## src/rtl/mem_dcache_ctrl.sv

```systemverilog
// MEM-stage data-cache sequencer: one load/store at a time, stalls upstream and
// bubbles MEM_WB until the DCache completes, drains orphaned accesses on flush.
module mem_dcache_ctrl #(
    parameter int WORD    = 32,
    parameter int TIMEOUT = 255
) (
    input  logic            clk,
    input  logic            rst,
    input  logic            mem_valid,
    input  logic            mem_is_load,
    input  logic            mem_is_store,
    input  logic [WORD-1:0] mem_addr,
    input  logic [WORD-1:0] mem_wdata,
    input  logic [3:0]      mem_wstrb,
    input  logic            pipe_flush,
    output logic            dc_req,
    output logic            dc_we,
    output logic [WORD-1:0] dc_addr,
    output logic [WORD-1:0] dc_wdata,
    output logic [3:0]      dc_wstrb,
    input  logic            dc_addr_ok,
    input  logic            dc_data_ok,
    input  logic [WORD-1:0] dc_rdata,
    output logic            pipe_stall,
    output logic            mem_wb_flush,
    output logic [WORD-1:0] ld_data,
    output logic            ld_valid,
    output logic            err,
    output logic [2:0]      dbg_state
);
    localparam int CW = $clog2(TIMEOUT + 1);

    typedef enum logic [2:0] {
        IDLE  = 3'd0,
        REQ   = 3'd1,
        WAIT  = 3'd2,
        DONE  = 3'd3,
        DRAIN = 3'd4
    } state_t;

    state_t          state_q, state_d;
    logic [WORD-1:0] addr_q, addr_d;
    logic [WORD-1:0] wdata_q, wdata_d;
    logic [WORD-1:0] ld_data_q, ld_data_d;
    logic [3:0]      wstrb_q, wstrb_d;
    logic            we_q, we_d;
    logic [CW-1:0]   cnt_q, cnt_d;
    logic            err_q, err_d;
    logic            new_req;
    logic            busy;

    assign new_req = mem_valid & (mem_is_load | mem_is_store) & ~pipe_flush;
    assign busy    = (state_q == REQ) || (state_q == WAIT) || (state_q == DRAIN);

    always_ff @(posedge clk or negedge rst) begin
        if (!rst) begin
            state_q   <= IDLE;
            addr_q    <= '0;
            wdata_q   <= '0;
            wstrb_q   <= '0;
            we_q      <= 1'b0;
            ld_data_q <= '0;
            cnt_q     <= '0;
            err_q     <= 1'b0;
        end else begin
            state_q   <= state_d;
            addr_q    <= addr_d;
            wdata_q   <= wdata_d;
            wstrb_q   <= wstrb_d;
            we_q      <= we_d;
            ld_data_q <= ld_data_d;
            cnt_q     <= cnt_d;
            err_q     <= err_d;
        end
    end

    // Handshake: dc_req is held with dc_addr/dc_wdata/dc_wstrb/dc_we stable until the
    // cycle dc_addr_ok is seen; the response is the single-cycle dc_data_ok pulse after
    // (or together with) acceptance. dc_data_ok before acceptance is ignored.
    always_comb begin
        state_d    = state_q;
        addr_d     = addr_q;
        wdata_d    = wdata_q;
        wstrb_d    = wstrb_q;
        we_d       = we_q;
        ld_data_d  = ld_data_q;
        dc_req     = 1'b0;
        pipe_stall = 1'b0;
        ld_valid   = 1'b0;
        unique case (state_q)
            IDLE: begin
                if (new_req) begin
                    addr_d     = mem_addr;
                    wdata_d    = mem_wdata;
                    wstrb_d    = mem_wstrb;
                    we_d       = mem_is_store;
                    pipe_stall = 1'b1;
                    state_d    = REQ;
                end
            end
            REQ: begin
                dc_req     = 1'b1;
                pipe_stall = 1'b1;
                if (dc_addr_ok) begin
                    if (pipe_flush) begin
                        state_d = dc_data_ok ? IDLE : DRAIN;
                    end else if (dc_data_ok) begin
                        if (!we_q) ld_data_d = dc_rdata;
                        state_d = DONE;
                    end else begin
                        state_d = WAIT;
                    end
                end else if (pipe_flush) begin
                    state_d = IDLE;
                end
            end
            WAIT: begin
                pipe_stall = 1'b1;
                if (pipe_flush) begin
                    state_d = dc_data_ok ? IDLE : DRAIN;
                end else if (dc_data_ok) begin
                    if (!we_q) ld_data_d = dc_rdata;
                    state_d = DONE;
                end
            end
            DONE: begin
                ld_valid = ~pipe_flush;
                state_d  = IDLE;
            end
            DRAIN: begin
                pipe_stall = 1'b1;
                if (dc_data_ok) state_d = IDLE;
            end
            default: state_d = IDLE;
        endcase
    end

    // Outstanding-access watchdog; saturates so err stays meaningful on very long hangs.
    always_comb begin
        cnt_d = '0;
        err_d = err_q;
        if (busy) begin
            cnt_d = (cnt_q == CW'(TIMEOUT)) ? cnt_q : cnt_q + CW'(1);
            if (cnt_d == CW'(TIMEOUT)) err_d = 1'b1;
        end
    end

    assign dc_we        = we_q;
    assign dc_addr      = addr_q;
    assign dc_wdata     = wdata_q;
    assign dc_wstrb     = wstrb_q;
    assign ld_data      = ld_data_q;
    assign err          = err_q;
    assign mem_wb_flush = pipe_stall;
    assign dbg_state    = state_q;
endmodule

```

## config.mk

```make
export PLATFORM = sky130hd
export DESIGN_NAME = mem_dcache_ctrl
export DESIGN_NICKNAME = d
export VERILOG_FILES = /design/src/rtl/mem_dcache_ctrl.sv
export SDC_FILE = /design/constraint.sdc
export NUM_CORES = 1
export LEC_CHECK = 0
export BUFFER_PORTS_ARGS = -buffer_cell sky130_fd_sc_hd__buf_4
export CAP_MARGIN = 10
export CORE_UTILIZATION = 40
export DETAILED_ROUTE_END_ITERATION = 6
export PLACE_DENSITY = 0.8
export SLEW_MARGIN = 20
export SYNTH_ARGS = -nofsm -noshare
export SYNTH_HDL_FRONTEND = slang
export SYNTH_SLANG_ARGS = --single-unit
```

## constraint.sdc

```tcl
create_clock -name clk -period 4.73 [get_ports clk]
set_clock_uncertainty 0.05 [all_clocks]
set_input_delay 0.2365 -clock clk [delete_from_list [all_inputs] [get_ports clk]]
set_output_delay 0.2365 -clock clk [all_outputs]
set_load 0.02 [all_outputs]
```

==> results.toml <==
[worst_hold_path]
hold_class = "input port to flip-flop"
hp-start = "mem_wstrb[1]"
holdPathStages = 2
holdPathEnd = "dc_wstrb[1]$_DFFE_PN0P_"

[floorplanning]
die_y_um = 110
die_area_sq_um = 12100
initial_core_util_pct = 40.9
io_pins = 217
fp.dieW_um = 110
rows = 39
core-area_sq_um = 11400

[power_and_ir_drop]
pwr-share-comb_pct = 38.5
p_switching_mw = 1.45
swShare_pct = 32.9
power_density_nw_per_um2 = 564
p_clk_share_pct = 26.5
irDropWorstVdd_mv = 0.418
p_leak_nw = 3.74
internal_power_mw = 2.96
p_seq_share_pct = 35.1

[clocking]
worst_setup_hold_path_clk_slew_ns = 0.05
cts_setup_buffers = 0
clock-sinks = 113
tritoncts = "built"
htree_levels = 4
cts_root_buf = "clkbuf_16"
ctsLongestPathBuffers = 2
clk_latency_ns = 0.41
cts_buffers = 17

[finish]
drive_above_1_share_pct = 54.9
fin_util_pct = 68.5
fin_cells = 761
area_growth_pct = 67.4
final_nets = 716
antenna_cells = 0

[placed_design]
place_hpwl_um = 7530
portBuffers = 216
placed_cells = 635
pre_cts_slack_ns = 2.46
place_congestion = 0.802

[global_routing]
grt_pass1_wl_um = 18900
grt_max_degree = 71
antenna_found_initial = 0
grt_pass1_vias = 3864
overflow = 0
grt.total_usage_pct = 21.6

[critical_path]
worstSetupStartpointType = "input port"
r2r-end = "ld_data[31]$_DFFE_PN0P_"
rr_worst_depth = 5
cp.buffers_inverters = 5
r2r_slack_ns = 2.44
r2r_start = "dbg_state[0]$_DFFE_PN0P_"
critPathMaxFanout = 70
cp.required_ns = 4.44
critPathCaptureType = "primary output"
crit_chain = "dlygate4sd3_1 -> buf_4 -> inv_2 -> o211ai_1 -> nor4_4 -> buf_4 -> nand2b_1 -> buf_4"
crit_family = "buffers and inverters"
max_stage_delay_ns = 0.72
crit_slowest_cell = "buf_4"
cp.arrival_ns = 2.44
crit_top_cell = "buf_4"
critPathKind = "input port to primary output"

[route]
vias = 3624
drtPass1Iterations = 4
wire_per_inst_um = 16.9
dr.first_iter.drc_count = 183
drc = 0
ant_nets = 0
viasPerCell = 4.76
routed_wl_um = 12800

[sta]
rsz0062_at_grt = "no"
finalHoldViolations = 0
min_period_over_period_pct = 57.6
hold_ws_ns = 0.0223
fin_crit_ns = 2.73
tns_ns = 0
slew_headroom_pct = 40.3
worst_slack_ns = 2.00
worst_slew_pin_slew_ns = 0.895
setup_violations = 0
fmaxAchievable_mhz = 367
maxSlewViolCount = 0

[logic_synthesis]
yosysMostFrequentCell = "dfrtp_1"
synth_cell_type_count = 36
syn_area_per_cell_sq_um = 16.2
syn-num-nets = 397
synthCells = 288
synth_top_cell_area_share_pct = 60.5
ys.warnings.count = 0
synth_edf_count = 0
ys_async_sr_fraction_pct = 100
synth_top_area_cell = "dfrtp_1"
synth-seq-cells = 113
synth.area.top_cells = "dfrtp_1 61%, mux2_2 13%, mux2_4 9.6%"
synth_commonest_cells = "113 x dfrtp_1, 54 x mux2_2, 30 x mux2_4"
synth_area_sq_um = 4670
synth_ff_type = "dfrtp_1"
yosysSeqAreaShare_pct = 60.5

[outcome]
outcome = "finished, final reports clean"

[run]
drv_cap = 0
final cells by class:
type | count | area [sq um]
Fill cell | 763 | 3600
Timing Repair Buffer | 315 | 2610
Inverter | 4 | 15.0
Clock buffer | 23 | 478
Multi-Input combinational cell | 156 | 1660
Tap cell | 143 | 179
Sequential cell | 113 | 2830
Clock inverter | 7 | 60.1
routing by layer:
metal / up-vias / wire, um / global-route usage (%)
li1: 1663 / - / -
met1: 1785 / 4770 / 22.7
met2: 150 / 6800 / 37.6
met3: 26 / 980 / 8.64
met4: 0 / 282 / 9.90
met5: - / 0 / 0
registers in the layout (all words and copies together) (netlist names):
| register | flops |
|---|---|
| dc_addr | 32 |
| dc_wdata | 32 |
| ld_data | 32 |
| cnt_q | 8 |
| dc_wstrb | 4 |
| dbg_state | 3 |
| dc_we | 1 |
| err | 1 |
what timing repair did:
action                                  in CTS  in global routing
hold endpoints to repair                   150                  2
hold buffers                                94                  2
endpoints found under the setup margin       0                  0
resized for setup                            0                  0
per-stage QoR:
step	cell area, sq um	power, mW
5_1_grt	7820	4.62
4_1_cts	7800	4.42
2_1_floorplan	4670	2.41
3_3_place_gp	6320	3.11
6_report	7820	4.41
3_5_place_dp	6320	3.17
cell usage in the layout (no fill, tap or decap), drive strengths merged, types with 2 or more instances in the layout:
master       instances
buf                219
nor2b                2
dlygate4sd3         96
a21oi                8
nor2                 5
xnor2                3
clkinv               6
o211ai               3
nand3                3
and4                 2
dfrtp              113
nor3                 4
nand2                4
inv                  4
mux2i                3
and3                 2
nand4                2
mux2               101
clkbuf              23
xor2                 2
kinds of logic after synthesis:
kind of cell | share of synthesized area (%)
AOI/OAI and AO/OA | 2.22
xor gates and xnor gates | 0.938
adders and majority gates | 0.268
buffers and inverters | 4.34
DFF | 60.5
muxes | 27.4
and+or+nand+nor | 4.29
power by group through the flow:
stage	registers [mW]	logic, mW	clock network (mW)
2_1_floorplan	1.94	0.468	0
3_3_place_gp	1.53	1.59	0
3_5_place_dp	1.55	1.62	0
4_1_cts	1.54	1.69	1.19
5_1_grt	1.59	1.80	1.23
6_report	1.55	1.70	1.17
worst max-delay path by stage:
stage                             startpoint                       to  slack, ns  cells after the start
finish                            pipe_flush               pipe_stall       2.00                      8
global route                      pipe_flush               pipe_stall       1.84                      8
CTS                               pipe_flush             mem_wb_flush       2.03                      8
detailed placement  dbg_state[0]$_DFFE_PN0P_  ld_data[31]$_DFFE_PN0P_       2.46                      5
global placement    dbg_state[0]$_DFFE_PN0P_  ld_data[31]$_DFFE_PN0P_       2.57                      5
floorplan           dbg_state[2]$_DFFE_PN0P_               pipe_stall       2.67                      5
No activity file was read; power rests on OpenSTA's default activity.
